==> src/rtl/cbus_rr_arbiter_pkg.sv <==
// cbus_rr_arbiter_pkg: cache-bus request/response types and arbiter state encoding.
// Contents:
//   mlen_t          AXI-style burst length code (encoded value = beats - 1)
//   cbus_req_t      master -> memory request
//   cbus_resp_t     memory -> master response
//   arb_state_t     arbiter FSM state
//   CBUS_MAX_BEATS  longest legal burst
package cbus_rr_arbiter_pkg;
  localparam int CBUS_MAX_BEATS = 256;
  localparam int LEN_W = $clog2(CBUS_MAX_BEATS);
  localparam int BEAT_W = LEN_W + 1;
  typedef enum logic [LEN_W-1:0] {
    MLEN1   = 8'd0,
    MLEN2   = 8'd1,
    MLEN4   = 8'd3,
    MLEN8   = 8'd7,
    MLEN16  = 8'd15,
    MLEN32  = 8'd31,
    MLEN64  = 8'd63,
    MLEN128 = 8'd127,
    MLEN256 = 8'd255
  } mlen_t;
  typedef struct packed {
    logic        valid;
    logic        is_write;
    logic [31:0] addr;
    mlen_t       len;
    logic [63:0] data;
    logic [7:0]  strobe;
  } cbus_req_t;
  typedef struct packed {
    logic        ready;
    logic        last;
    logic [63:0] data;
  } cbus_resp_t;
  typedef enum logic {ARB_IDLE, ARB_BUSY} arb_state_t;
endpackage

==> src/rtl/cbus_rr_arbiter_rr_pick.sv <==
// cbus_rr_arbiter_rr_pick: combinational round-robin / fixed-priority winner selection.
// Ports:
//   valid_i  request vector, one bit per requester
//   ptr_i    round-robin start index (ignored when fixed_i is high)
//   fixed_i  1 = lowest valid index wins, 0 = first valid index at or after ptr_i (wrapping)
//   idx_o    winner index (0 when nothing is valid)
//   any_o    at least one request is valid
module cbus_rr_arbiter_rr_pick
  import cbus_rr_arbiter_pkg::*;
#(
  parameter int N     = 4,
  parameter int IDX_W = $clog2(N)
) (
  input  logic [N-1:0]     valid_i,
  input  logic [IDX_W-1:0] ptr_i,
  input  logic             fixed_i,
  output logic [IDX_W-1:0] idx_o,
  output logic             any_o
);
  localparam int CW = IDX_W + 1;
  logic [IDX_W-1:0] base;
  logic [CW-1:0]    c;
  assign base  = fixed_i ? '0 : ptr_i;
  assign any_o = |valid_i;
  // Scan offsets from farthest to nearest so the closest valid index overwrites the rest.
  always_comb begin
    idx_o = '0;
    c     = '0;
    for (int i = N - 1; i >= 0; i--) begin
      c = {1'b0, base} + CW'(i);
      c = (c >= CW'(N)) ? c - CW'(N) : c;
      idx_o = valid_i[c[IDX_W-1:0]] ? c[IDX_W-1:0] : idx_o;
    end
  end
endmodule

==> src/rtl/cbus_rr_arbiter.sv <==
// cbus_rr_arbiter: N-master to 1-slave cache-bus arbiter with burst-length monitor.
// Ports:
//   clk, reset_n  clock, asynchronous active-low reset
//   ireqs         per-master requests
//   iresps        per-master responses (only the owner ever sees a non-zero response)
//   oreq          request forwarded to memory (owner's request while busy, else zero)
//   oresp         response from memory
//   grant_idx     current/last bus owner
//   busy          transaction in flight
//   len_err       one-cycle pulse after a burst ends on the wrong beat count
module cbus_rr_arbiter
  import cbus_rr_arbiter_pkg::*;
#(
  parameter int NUM_PORTS  = 4,
  parameter int FIXED_PRIO = 0,
  parameter int IDX_W      = $clog2(NUM_PORTS)
) (
  input  logic             clk,
  input  logic             reset_n,
  input  cbus_req_t        ireqs [NUM_PORTS],
  output cbus_resp_t       iresps [NUM_PORTS],
  output cbus_req_t        oreq,
  input  cbus_resp_t       oresp,
  output logic [IDX_W-1:0] grant_idx,
  output logic             busy,
  output logic             len_err
);
  arb_state_t         state_q, state_d;
  logic [IDX_W-1:0]   grant_q, grant_d, ptr_q, ptr_d, pick_idx, grant_nxt;
  logic [BEAT_W-1:0]  beats_q, beats_d;
  logic [LEN_W-1:0]   len_q, len_d;
  logic               len_err_q, len_err_d, pick_any;
  logic [NUM_PORTS-1:0] valid;
  for (genvar g = 0; g < NUM_PORTS; g++) begin : g_valid
    assign valid[g] = ireqs[g].valid;
  end
  cbus_rr_arbiter_rr_pick #(.N(NUM_PORTS), .IDX_W(IDX_W)) u_pick (
    .valid_i(valid),
    .ptr_i  (ptr_q),
    .fixed_i(FIXED_PRIO != 0),
    .idx_o  (pick_idx),
    .any_o  (pick_any)
  );
  assign grant_nxt = (grant_q == IDX_W'(NUM_PORTS - 1)) ? '0 : grant_q + 1'b1;
  always_comb begin
    state_d   = state_q;
    grant_d   = grant_q;
    ptr_d     = ptr_q;
    beats_d   = beats_q;
    len_d     = len_q;
    len_err_d = 1'b0;
    oreq      = '0;
    for (int i = 0; i < NUM_PORTS; i++) iresps[i] = '0;
    if (state_q == ARB_IDLE) begin
      if (pick_any) begin
        state_d = ARB_BUSY;
        grant_d = pick_idx;
        len_d   = ireqs[pick_idx].len;
        beats_d = '0;
      end
    end else begin
      oreq            = ireqs[grant_q];
      iresps[grant_q] = oresp;
      if (oresp.ready) beats_d = (&beats_q) ? beats_q : beats_q + 1'b1;
      if (oresp.ready && oresp.last) begin
        state_d   = ARB_IDLE;
        ptr_d     = (FIXED_PRIO != 0) ? '0 : grant_nxt;
        // beats seen before the last beat must equal the encoded length (beats - 1)
        len_err_d = beats_q != {1'b0, len_q};
      end
    end
  end
  always_ff @(posedge clk or negedge reset_n) begin
    if (!reset_n) begin
      state_q   <= ARB_IDLE;
      grant_q   <= '0;
      ptr_q     <= '0;
      beats_q   <= '0;
      len_q     <= '0;
      len_err_q <= 1'b0;
    end else begin
      state_q   <= state_d;
      grant_q   <= grant_d;
      ptr_q     <= ptr_d;
      beats_q   <= beats_d;
      len_q     <= len_d;
      len_err_q <= len_err_d;
    end
  end
  assign grant_idx = grant_q;
  assign busy      = state_q == ARB_BUSY;
  assign len_err   = len_err_q;
endmodule

==> config.mk <==
export PLATFORM = sky130hd
export DESIGN_NAME = cbus_rr_arbiter
export DESIGN_NICKNAME = d
export VERILOG_FILES = /design/src/rtl/cbus_rr_arbiter_pkg.sv /design/src/rtl/cbus_rr_arbiter_rr_pick.sv /design/src/rtl/cbus_rr_arbiter.sv
export SDC_FILE = /design/constraint.sdc
export NUM_CORES = 1
export LEC_CHECK = 0
export CORE_AREA = 3 3 353 355
export DETAILED_ROUTE_END_ITERATION = 8
export DIE_AREA = 0 0 356 358
export GPL_TIMING_DRIVEN = 0
export PLACE_DENSITY = 0.35
export SKIP_CTS_REPAIR_TIMING = 1
export SLEW_MARGIN = 5
export SYNTH_ARGS = -nofsm -noshare
export SYNTH_HDL_FRONTEND = slang
export SYNTH_SLANG_ARGS = --single-unit
==> constraint.sdc <==
create_clock -name clk -period 1.9 [get_ports clk]
set_input_delay 0.19 -clock clk [delete_from_list [all_inputs] [get_ports clk]]
set_output_delay 0.19 -clock clk [all_outputs]
set_load 0.01 [all_outputs]
### Word level (Yosys, flattened, before mapping)

Cells that the tools add are included.
W data, S select, Z words.

* bits in registers: 23
* latch bits: 0
* memory bits (writable): 0
* bits in read-only memories: 0
* input bits: 524
* output and inout bits: 382
* logic and storage cells: 78
* memories: 0

* add/sub/neg operators: 9
* $mul: 0
* divide/modulo/power cells: 0
* $lt $le $gt $ge: 11
* eq/ne operators: 4
* shift-type cells: 0
* multiplexer cells: 36
* bitwise gates (word level): 4
* reductions and logical operators: 8

Operators with widths (count)
* $bmux W114 S2: 2
* $mux W114: 3
* $and A264 B264 Y264: 1
* $mux W264: 1
* $mux W80: 2
* $demux W66 S2: 1
* $mux W66: 1
* $mux W9: 4
* $mux W2: 9
* $ge A3 B3 Y1 const B: 5
* $lt A2 B3 Y1 const B: 4
* $add A9 B1 Y9 const B: 1
* $mux W1: 9
* $ne A9 B8 Y1: 1
* $reduce_and A9 Y1: 1
* $bmux W1 S2: 4
* $sub A2 B1 Y2 const B: 4
* $add A2 B2 Y3 const B: 2
* $not A2 Y3: 2
* $ne A2 B2 Y1 const B: 2
* $reduce_and A2 Y1: 2
* $reduce_or A4 Y1: 1
* $add A2 B1 Y3 const B: 1
* $ge A2 B3 Y1 const B: 1
* 7 further kinds: 8

### Depth between registers and ports, before layout

* depth after elaboration: 13
* mapped depth: 10
* gate-level depth less buffers: 9

### Hierarchy

Synthesis repeated with hierarchy kept, for this count alone.

* cell total of the unflattened synthesis: 740
* area total of the unflattened synthesis: 6810.3 µm²

By module, submodules not included
* cbus_rr_arbiter: instances 1, cells each 716, area each 6668.9 µm², sequential area each 575.6 µm²
* cbus_rr_arbiter_rr_pick: instances 1, cells each 24, area each 141.4 µm², sequential area each 0.0 µm²

### Least setup slack after synthesis

No wires, ideal clock.

* path kind: flip-flop to output port
* from: register grant_q[1] (netlist: grant_idx[1])
* to: output port iresps[158] (netlist name)
* data arrival time: 1.992 ns
* data required time: 1.710 ns
* setup slack: -0.282 ns
* stages on the path, launching flop included: 9
* path buffers: 5
* path through: dfrtp_1 buf_2 buf_2 buf_1 inv_1 ha_1 clkbuf_1 clkbuf_1 and3_1

RTL lines
* start: declaration: line cbus_rr_arbiter.sv:29 `logic [IDX_W-1:0] grant_q, grant_d, ptr_q, ptr_d, pick_idx, grant_nxt;`
* start signal: assignment: line cbus_rr_arbiter.sv:83 `grant_q <= grant_d;`
* end: declaration: line cbus_rr_arbiter.sv:21 `output cbus_resp_t iresps [NUM_PORTS],`

==> flow_metrics.tcl <==
set metrics [dict create \
    outcome "finished, violations left" \
    violations "negative setup slack" \
    numClockSinks 23 \
    cp.required_ns 1.71 \
    grt_util_all_layers_pct 16.74 \
    synth_area_leader_cell "mux4_2" \
    reg2reg_slack_ns -0.34 \
    clkLatencyLatePin_ns 0.26 \
    maximum_capacitance_violations 0 \
    io-pin-count 906 \
    yosys-top-cells-count "and3_1, and2_1, mux4_2" \
    clock.fmax_ghz 0.3712 \
    area_growth_syn_to_layout_pct 182.3 \
    hold_violations 0 \
    layout_setup_ws_ns -0.7942 \
    final.hold.worst_slack_ns 0.4749 \
    core-area_um2 121700 \
    critPathMaxFanout 11 \
    flop_and_latch_count_out_of_synthesis 23 \
    cp-start-kind "flip-flop" \
    fp.dieArea_um2 127400 \
    synth_area_per_cell_um2 9.061 \
    post-synth-top-area-fraction_pct 38.04 \
    drc_errors 0 \
    final_worst_clock_skew_ns 0.002612 \
    placedCellCount 3275 \
    synth_nets 1275 \
    total_leakage_power_nw 9.515 \
    grt_antenna_before_repair 134 \
    worst_r2r_path_depth 10 \
    final_max_slew_viol_count 0 \
    async_reset_ff_share_pct 100.0 \
    postSynthCellCount 745 \
    grt_remaining_overflow 0 \
    yosysWarnings 0 \
    timing.final.crit_share_pct 141.8 \
    vias 11542 \
    drt-total-wl_mm 114.9 \
    switching_share_pct 47.41 \
    critical_path.reg2reg.startpoint "beats_q[3]$_DFFE_PN0P_" \
    finish.net_count 2218 \
    finalWeightedCongestion 0.9481 \
    max-slew-margin-rel_pct 50.68 \
    setup_total_negative_slack_ns -180.47 \
    dieHeight_um 358 \
    p_comb_share_pct 91.6 \
    tritoncts "built" \
    setup-violations-final 390 \
    worstHoldPathType "in -> async" \
    final_period_minus_worst_setup_slack_ns 2.694 \
    synth_top_cells_by_area "mux4_2, and3_1, and2_1, dfrtp_1, clkbuf_1" \
    power_density_nw_per_um2 800.6 \
    clock_power_share_pct 3.2 \
    port-buffer-count 905 \
    synth_most_common_cell "and3_1" \
    dp.final_hpwl_mm 104.8 \
    endpoint "iresps[2]" \
    drt_iter0_markers 823 \
    rsz0062_at_grt "yes" \
    initial_util_pct 5.546 \
    net_sw_power_mw 7.233 \
    worst_slew_pin_slew_ns 0.7398 \
    postLayoutCoreUtil_pct 15.66 \
    tritoncts.num_buffers 3 \
    initial_drt_pass_iterations 5 \
    end_kind "primary output" \
    route.detailed.wl_per_inst_um 34.21 \
    startpoint_to_endpoint_class_of_the_critical_path "reg -> out" \
    finish.cell_count_without_fillers 3358 \
    grt_max_degree 24 \
    grt_pass1_wl_mm 138.4 \
    layout-drive-gt1-share_pct 21.99 \
    floorplan.die.width_um 356 \
    cts_root_buffer "clkbuf_16" \
    synth_top_flop_cell "dfrtp_1" \
    clk_path_buf_depth 2 \
    clock_input_transition_at_the_sequential_cells_of_the_worst_setup_and_hold_paths_ns 0.07 \
    yosysSeqAreaShare_pct 8.526 \
    mappedNetlistArea_um2 6750 \
    max-vdd-ir-drop_mv 0.2592 \
    pwr-share-seq_pct 5.2 \
    ys_types 37 \
    final_layout_fill_cell_count 13673 \
    crit_start "grant_idx[1]$_DFFE_PN0P_" \
    number_of_vias_per_cell_after_detailed_routing 3.437 \
    synth-edff-count 0 \
    number_of_routed_nets_with_antenna_violations 0 \
    regToRegEndpoint "beats_q[6]$_DFFE_PN0P_" \
    worstPathArrival_ns 2.50 \
    power_report.internal_total_mw 8.024 \
    overall_power_mw 15.26 \
    placement_rows 128 \
    ctsHtreeMaxLevel 1 \
    grt_pass1_vias 11651 \
]
## metrics by stage
stage	area [µm²]	setup slack, ns
floorplan	6777	-0.09259
global placement	17870	-2.528
detailed placement	17860	-2.510
global route	18970	-0.8348
finish	19060	-0.7942
CTS	17940	-2.805
## cell usage in the layout (no fill, tap or decap), types with 3 or more instances in the layout
cell type / instances
a211oi_1: 13
a211oi_2: 3
a21oi_1: 4
and2_1: 95
and2_4: 17
and3_1: 254
and3_4: 10
buf_12: 17
buf_16: 3
buf_2: 22
buf_4: 35
buf_6: 20
buf_8: 11
clkbuf_1: 19
clkbuf_16: 4
clkbuf_2: 87
clkbuf_4: 7
clkdlybuf4s50_1: 675
dfrtp_1: 19
dfrtp_2: 4
diode_2: 46
dlymetal6s2s_1: 140
ha_4: 4
inv_1: 4
mux2i_1: 9
mux4_2: 114
nand2_1: 17
nand3_1: 3
nand4_1: 3
nor2_1: 15
nor3_1: 11
o21ai_0: 6
or3_1: 5
xnor2_1: 5
xor2_1: 7
## sequential cells by signal, summed over array words and instances, names as in the netlist
name,count
beats_q,9
ptr_q,2
grant_idx,2
busy,1
len_q,8
len_err,1
## area by class of cell
class / instances / area, µm² / share of cell area, %
timing repair buffer: 939 / 9326 / 48.94
multi-input combinational: 615 / 5919 / 31.06
tap: 1625 / 2033 / 10.67
buffer: 99 / 972.2 / 5.102
sequential: 23 / 580.6 / 3.047
antenna: 46 / 115.1 / 0.6041
clock buffer: 4 / 78.83 / 0.4137
inverter: 7 / 30.03 / 0.1576
## per-layer routing
metal	GRT usage [%]	wire (µm)	up-vias	part of all wire, %
li1	-	-	4805	-
met4	2.013	2889	46	2.5
met1	19.36	44370	5765	39
met5	0	292	-	0.25
met2	29.65	56220	756	49
met3	6.780	11120	170	9.7
## how the worst min path moves through the flow
stage | end | slack, ns | depth (start not counted)
finish | len_q[2]$_DFFE_PN0P_ | 0.47 | 2
global route | len_q[2]$_DFFE_PN0P_ | 0.54 | 2
CTS | len_err$_DFF_PN0_ | -0.03 | 1
detailed placement | len_err$_DFF_PN0_ | 0.25 | 1
global placement | beats_q[5]$_DFFE_PN0P_ | 0.59 | 2
floorplan | beats_q[0]$_DFFE_PN0P_ | -0.11 | 0
## worst max-delay path: stages (launching register included)
cell             delay [ns]
dfrtp_2                0.40
buf_4                  0.18
ha_4                   0.18
clkbuf_1               0.57
and3_1                 0.31
clkdlybuf4s50_1        0.58
## kinds of logic after synthesis
family	after synthesis	share of synthesized area, %
adders and majority gates	6	1.112
AOI/OAI and AO/OA	31	3.225
buffers and inverters	107	6.432
xor gates and xnor gates	12	1.557
and+or+nand+nor	441	39.44
muxes	125	39.70
DFF	23	8.526
## power by group through the flow
stage               clock [mW]  combinational, mW  sequential, mW
floorplan                    0               5.30           0.746
global placement             0               13.3           0.850
detailed placement           0               13.3           0.844
CTS                      0.517               13.3           0.835
global route             0.523               14.7           0.818
finish                   0.485               14.0           0.794
Power figures use the tool's default switching activity.
==> patch 1, RTL diff (same flow settings) <==
Reset style: synchronous (`reset_n`), changed in one clocked block. Comments in the files are not updated.
--- a/src/rtl/cbus_rr_arbiter.sv
+++ b/src/rtl/cbus_rr_arbiter.sv
@@ -70,7 +70,7 @@
       end
     end
   end
-  always_ff @(posedge clk or negedge reset_n) begin
+  always_ff @(posedge clk) begin
     if (!reset_n) begin
       state_q   <= ARB_IDLE;
       grant_q   <= '0;
Check against the original RTL: differs if reset_n is asserted again (counterexample within 4 cycles, from zero or initial values and one cycle with reset_n low); with reset_n held inactive, the same outputs for 4 cycles.
==> patch 1 against the unedited design <==
- the run still ends with setup timing left
- cell area grew 14%
- area after synthesis grew 2.7%
- wire length shrank 14%
- first-iteration DRC count shrank 17%
- sequential cell count is the same
- worst setup slack gained 0.17 ns
- critical endpoint is now iresps[214]
Power is not compared: it rests on default switching activity, and its combinational part moved more than twofold at a synthesized area within 25%.
==> patch 1: results (changes against the unedited design) <==
metric	value	unit	change
clock-pin slew on the worst setup and hold paths	0.06	ns	
Syn. warnings	0		unchanged
clk_lat worst skew	0.26	ns	about the same
fin cells	3482		+3.7%
CTS Buf Count	3		unchanged
sw power	2557	µW	
sequential share of the synthesized area	6.644	%	-1.9 points
arrival time at the worst endpoint	2.34	ns	-0.16 ns
CP max-delay cell	dfxtp_4		
I/O Buffers	904		-0.11%
post-DR vias/cell	3.381		-1.6%
status	complete, but fails checks		
largest cells by area after synthesis	mux4_2 37%, and3_1 24%, and2_1 10%		
clk_skew	0.002317	ns	-0.0002947 ns
global-route wire length before repair	116.1	mm	-16%
R2R setup slack	0.07	ns	+0.41 ns
Commonest cells post-synth	270 x and3_1, 116 x and2_1, 113 x mux4_2, 74 x clkbuf_1		
slowest stage delay, CP	0.43	ns	-0.15 ns
Clock Path Buffers	2		unchanged
FILL cells	13650		-0.16%
gr usage total	13.65	%	-3.1 points
asr flop ratio synth	0	%	-100 points
Placed Instances	3308		+1.0%
vias in the first global route	11160		-4.2%
pin count of the biggest net entering global routing	13		-46%
Worst Hold Class	flop to flop		
Nets	2380		+7.3%
syn avg cell area	8.897	µm²	-1.8%
slew margin rel.	48.29	%	-2.4 points
Post-DP HPWL	85.41	mm	-19%
final wirelength	98.94	mm	-14%
Mapped Nets	1309		+2.7%
Yosys cell types	44		+19%
P_leak	0.009893	µW	
share of layout cells above drive strength 1	49.32	%	+27 points
Peak VDD IR	0.2720	mV	
htree depth	1		unchanged
GPL Wtd Cong	0.8363		-12%
Synth Flop Type	dfxtp_1		
Top Registers	beats_q x9, len_q x8		
final worst slack	-0.6270	ns	+0.1672 ns
failing checks	setup timing		
Setup TNS	-144.37	ns	+36.10 ns
Root Buffer	clkbuf_16		
TritonRoute pass-1 iters	5		unchanged
initial antenna violation count	27		-80%
1st-iter DRT viols	686		-17%
# setup viols final	354		-9.2%
CP Max Fanout	9		-2
==> patch 1: logic make-up after synthesis <==
group / synth area share (%)
compound gates: 5.579
simple gates: 40.57
fa+ha+maj: 1.083
flops: 6.644
buf+inv: 6.824
mux: 37.53
xor+xnor: 1.769
==> patch 1: path summary, 6_finish.rpt <==
path                      from  cells past startpoint          end
hold reg to reg     beats_q[8]                      2   beats_q[8]
hold / removal      beats_q[8]                      2   beats_q[8]
setup reg to reg      ptr_q[0]                      6     len_q[7]
setup / recovery  grant_idx[0]                     11  iresps[214]
==> patch 1: final cells by class <==
| class | count | area [µm²] | share of cell area (%) |
|---|---|---|---|
| Clock buffer | 4 | 78.83 | 0.3638 |
| Antenna cell | 8 | 20.02 | 0.09238 |
| Timing Repair Buffer | 1066 | 10840 | 50.01 |
| Buffer | 105 | 1279 | 5.901 |
| Tap cell | 1625 | 2033 | 9.383 |
| Multi-Input combinational cell | 649 | 6920 | 31.94 |
| Inverter | 2 | 23.77 | 0.1097 |
| Sequential cell | 23 | 476.7 | 2.200 |
==> patch 1: stage by stage <==
step	setup slack (ns)	hold slack (ns)	area, µm²
3_3_place_gp	-2.478	0.4963	18070
3_5_place_dp	-2.318	0.5051	18070
6_report	-0.6270	0.5077	21670
4_1_cts	-2.618	0.5145	18150
5_1_grt	-0.6921	0.5505	21650
2_1_floorplan	0.01258	0.3834	6984
==> patch 1: power by group through the flow <==
stage | clock network [µW] | registers, µW | logic, µW
final | 472 | 543 | 5390
after global routing | 508 | 547 | 5680
after CTS | 482 | 541 | 4390
after detailed placement | 0 | 551 | 4370
after global placement | 0 | 551 | 4380
after floorplan | 0 | 541 | 1420
==> patch 1: routing by layer <==
layer	routed length (µm)	GRT usage [%]	up-vias
met1	48590	20.42	5955
li1	-	-	5146
met3	7648	3.479	46
met5	13	0	-
met2	42100	20.46	622
met4	584	0.4722	2
==> patch 1: critical path, delay by kind of cell, from the launching register on <==
kind / cells / cell delay [ns]
simple gates: 1 / 0.14
flops: 1 / 0.43
buf+inv: 9 / 1.27
fa+ha+maj: 1 / 0.21
==> patch 2, RTL diff (config.mk and constraints unchanged) <==
Made on the original files. `NUM_PORTS`: 4 -> 2.
--- a/src/rtl/cbus_rr_arbiter.sv
+++ b/src/rtl/cbus_rr_arbiter.sv
@@ -11,7 +11,7 @@
 module cbus_rr_arbiter
   import cbus_rr_arbiter_pkg::*;
 #(
-  parameter int NUM_PORTS  = 4,
+  parameter int NUM_PORTS  = 2,
   parameter int FIXED_PRIO = 0,
   parameter int IDX_W      = $clog2(NUM_PORTS)
 ) (
Ports: changed (resized grant_idx, ireqs and iresps); port bits go from 906 to 545. The function was not compared with the original's and may differ.
==> patch 2 against the unedited design <==
- the flow still finishes with violations (setup timing)
- worst hold slack better by 0.019 ns
- cell area is 30% lower
- register-to-register slack better by 0.42 ns
- sequential cell count is 2 lower
- power is 45% lower
- utilization is 4.7 points lower
- wire length is 49% lower
- highest routed layer unchanged
- worst setup slack better by 0.45 ns
- first-iteration DRC count is 75% lower
- area after synthesis is 40% lower
- global-route usage is 8.4 points lower
- via count is 43% lower
==> patch 2: results (changes against the unedited design) <==
metric	value	unit	change
pin count of the biggest net entering global routing	22		-8.3%
Mapped Nets	823		-35%
failing checks	setup timing		
1st-iter DRT viols	208		-75%
mux share of post-synthesis cell area	28.62	%	-11 points
Yosys cell types	36		-2.7%
adder-cell area share of the yosys netlist	0.6221	%	-0.49 points
Synth Flop Type	dfrtp_1		
clock-pin slew on the worst setup and hold paths	0.06	ns	
Commonest cells post-synth	115 x mux2i_1, 114 x nor2b_1, 66 x and2_1, 66 x and3_1, 35 x clkbuf_1		
Placed Instances	2695		-18%
GR Overflow Total	0		unchanged
Nets	1425		-36%
largest cells by area after synthesis	mux2i_1 29%, nor2b_1 18%, dfrtp_1 13%		
Worst Hold Class	input pin to async pin		
initial antenna violation count	27		-80%
TritonRoute pass-1 iters	4		-1
Root Buffer	clkbuf_16		
Top Registers	beats_q x9, len_q x8		
Setup TNS	-23.14	ns	+157.33 ns
Clock Path Buffers	2		unchanged
Peak VDD IR	0.2845	mV	+9.7%
# setup viols final	157		-60%
sequential share of the synthesized area	13.06	%	+4.5 points
final worst slack	-0.3421	ns	+0.4521 ns
Syn. warnings	0		unchanged
FILL cells	14140		+3.4%
GPL Wtd Cong	0.7650		-19%
delay-heaviest family, CP	buffers and inverters		
gr usage total	8.357	%	-8.4 points
slowest stage delay, CP	0.53	ns	-0.05 ns
share of layout cells above drive strength 1	34.55	%	+13 points
Synth Area in Compound Gates	4.914	%	+1.7 points
status	complete, but fails checks		
P_leak	0.006074	µW	-36%
CP max-delay cell	dfrtp_4		
asr flop ratio synth	100.0	%	unchanged
global-route wire length before repair	69.48	mm	-50%
Setup WS pre-CTS	-1.882	ns	+0.6282 ns
I/O Buffers	544		-40%
clk_lat worst skew	0.26	ns	about the same
fin cells	2756		-18%
Placed Area	11530	µm²	-35%
Avg WL per Cell	21.43	µm	-37%
Via Count	6571		-43%
slew margin rel.	31.29	%	-19 points
clk_skew	0.003212	ns	+0.0006003 ns
CP Max Fanout	5		-6
CTS Buf Count	3		unchanged
htree depth	1		unchanged
arrival time at the worst endpoint	2.05	ns	-0.45 ns
vias in the first global route	6698		-43%
Synth Area in XOR/XNOR	1.960	%	+0.40 points
syn avg cell area	7.662	µm²	-15%
Post-DP HPWL	52.72	mm	-50%
## patch 2: cell types whose count changed after synthesis, moves of 14 or more
cell | unedited run | this run
and3_1 | 264 | 66
mux2i_1 | 9 | 115
a211oi_1 | 14 | 0
mux4_2 | 114 | 0
and2_1 | 114 | 66
nor2b_1 | 1 | 114
clkbuf_1 | 79 | 35
## patch 2: power by group
| part | switching, µW | internal, µW | total (µW) |
|---|---|---|---|
| clock network | 173 | 283 | 456 |
| logic | 3410 | 3860 | 7270 |
| registers | 107 | 541 | 648 |
| total | 3690 | 4680 | 8380 |
## patch 2: final cells by class
type,instances,area (µm²),share of cell area [%]
repair buffers,597,5913,44.22
multi-input cells,451,4086,30.56
well taps,1625,2033,15.20
plain buffers,52,711.9,5.324
flip-flops and latches,21,531.8,3.976
clock buffers,3,75.07,0.5614
diodes,5,12.51,0.09356
clock inverters,1,5.005,0.03743
inverters,1,3.754,0.02807
## patch 2: routing by layer
layer | vias up | GRT usage [%] | wire length [µm]
met5 | - | 0 | 55
met2 | 493 | 14.84 | 27710
met3 | 43 | 2.935 | 6020
li1 | 3019 | - | -
met1 | 3008 | 10.08 | 24320
met4 | 8 | 0.5137 | 950
## patch 2: path summary, 6_finish.rpt
check,startpoint,end,slack (ns),depth (start not counted)
worst max register to register,beats_q[0],beats_q[5],0.08,7
worst min-delay path,reset_n,grant_idx,0.49,1
worst max-delay path,grant_idx,oreq[69],-0.34,6
min in group clk,ptr_q,ptr_q,0.49,2
max in group asynchronous,reset_n,grant_idx,0.67,1
worst min register to register,ptr_q,ptr_q,0.49,2
## patch 2: cells by family (layout without fill, tap and decap cells)
group,after synthesis,after routing
and+or+nand+nor,293,293
other,0,5
DFF,21,21
muxes,115,115
buffers and inverters,53,654
adders and majority gates,2,2
xor gates and xnor gates,9,9
AOI/OAI and AO/OA,32,32
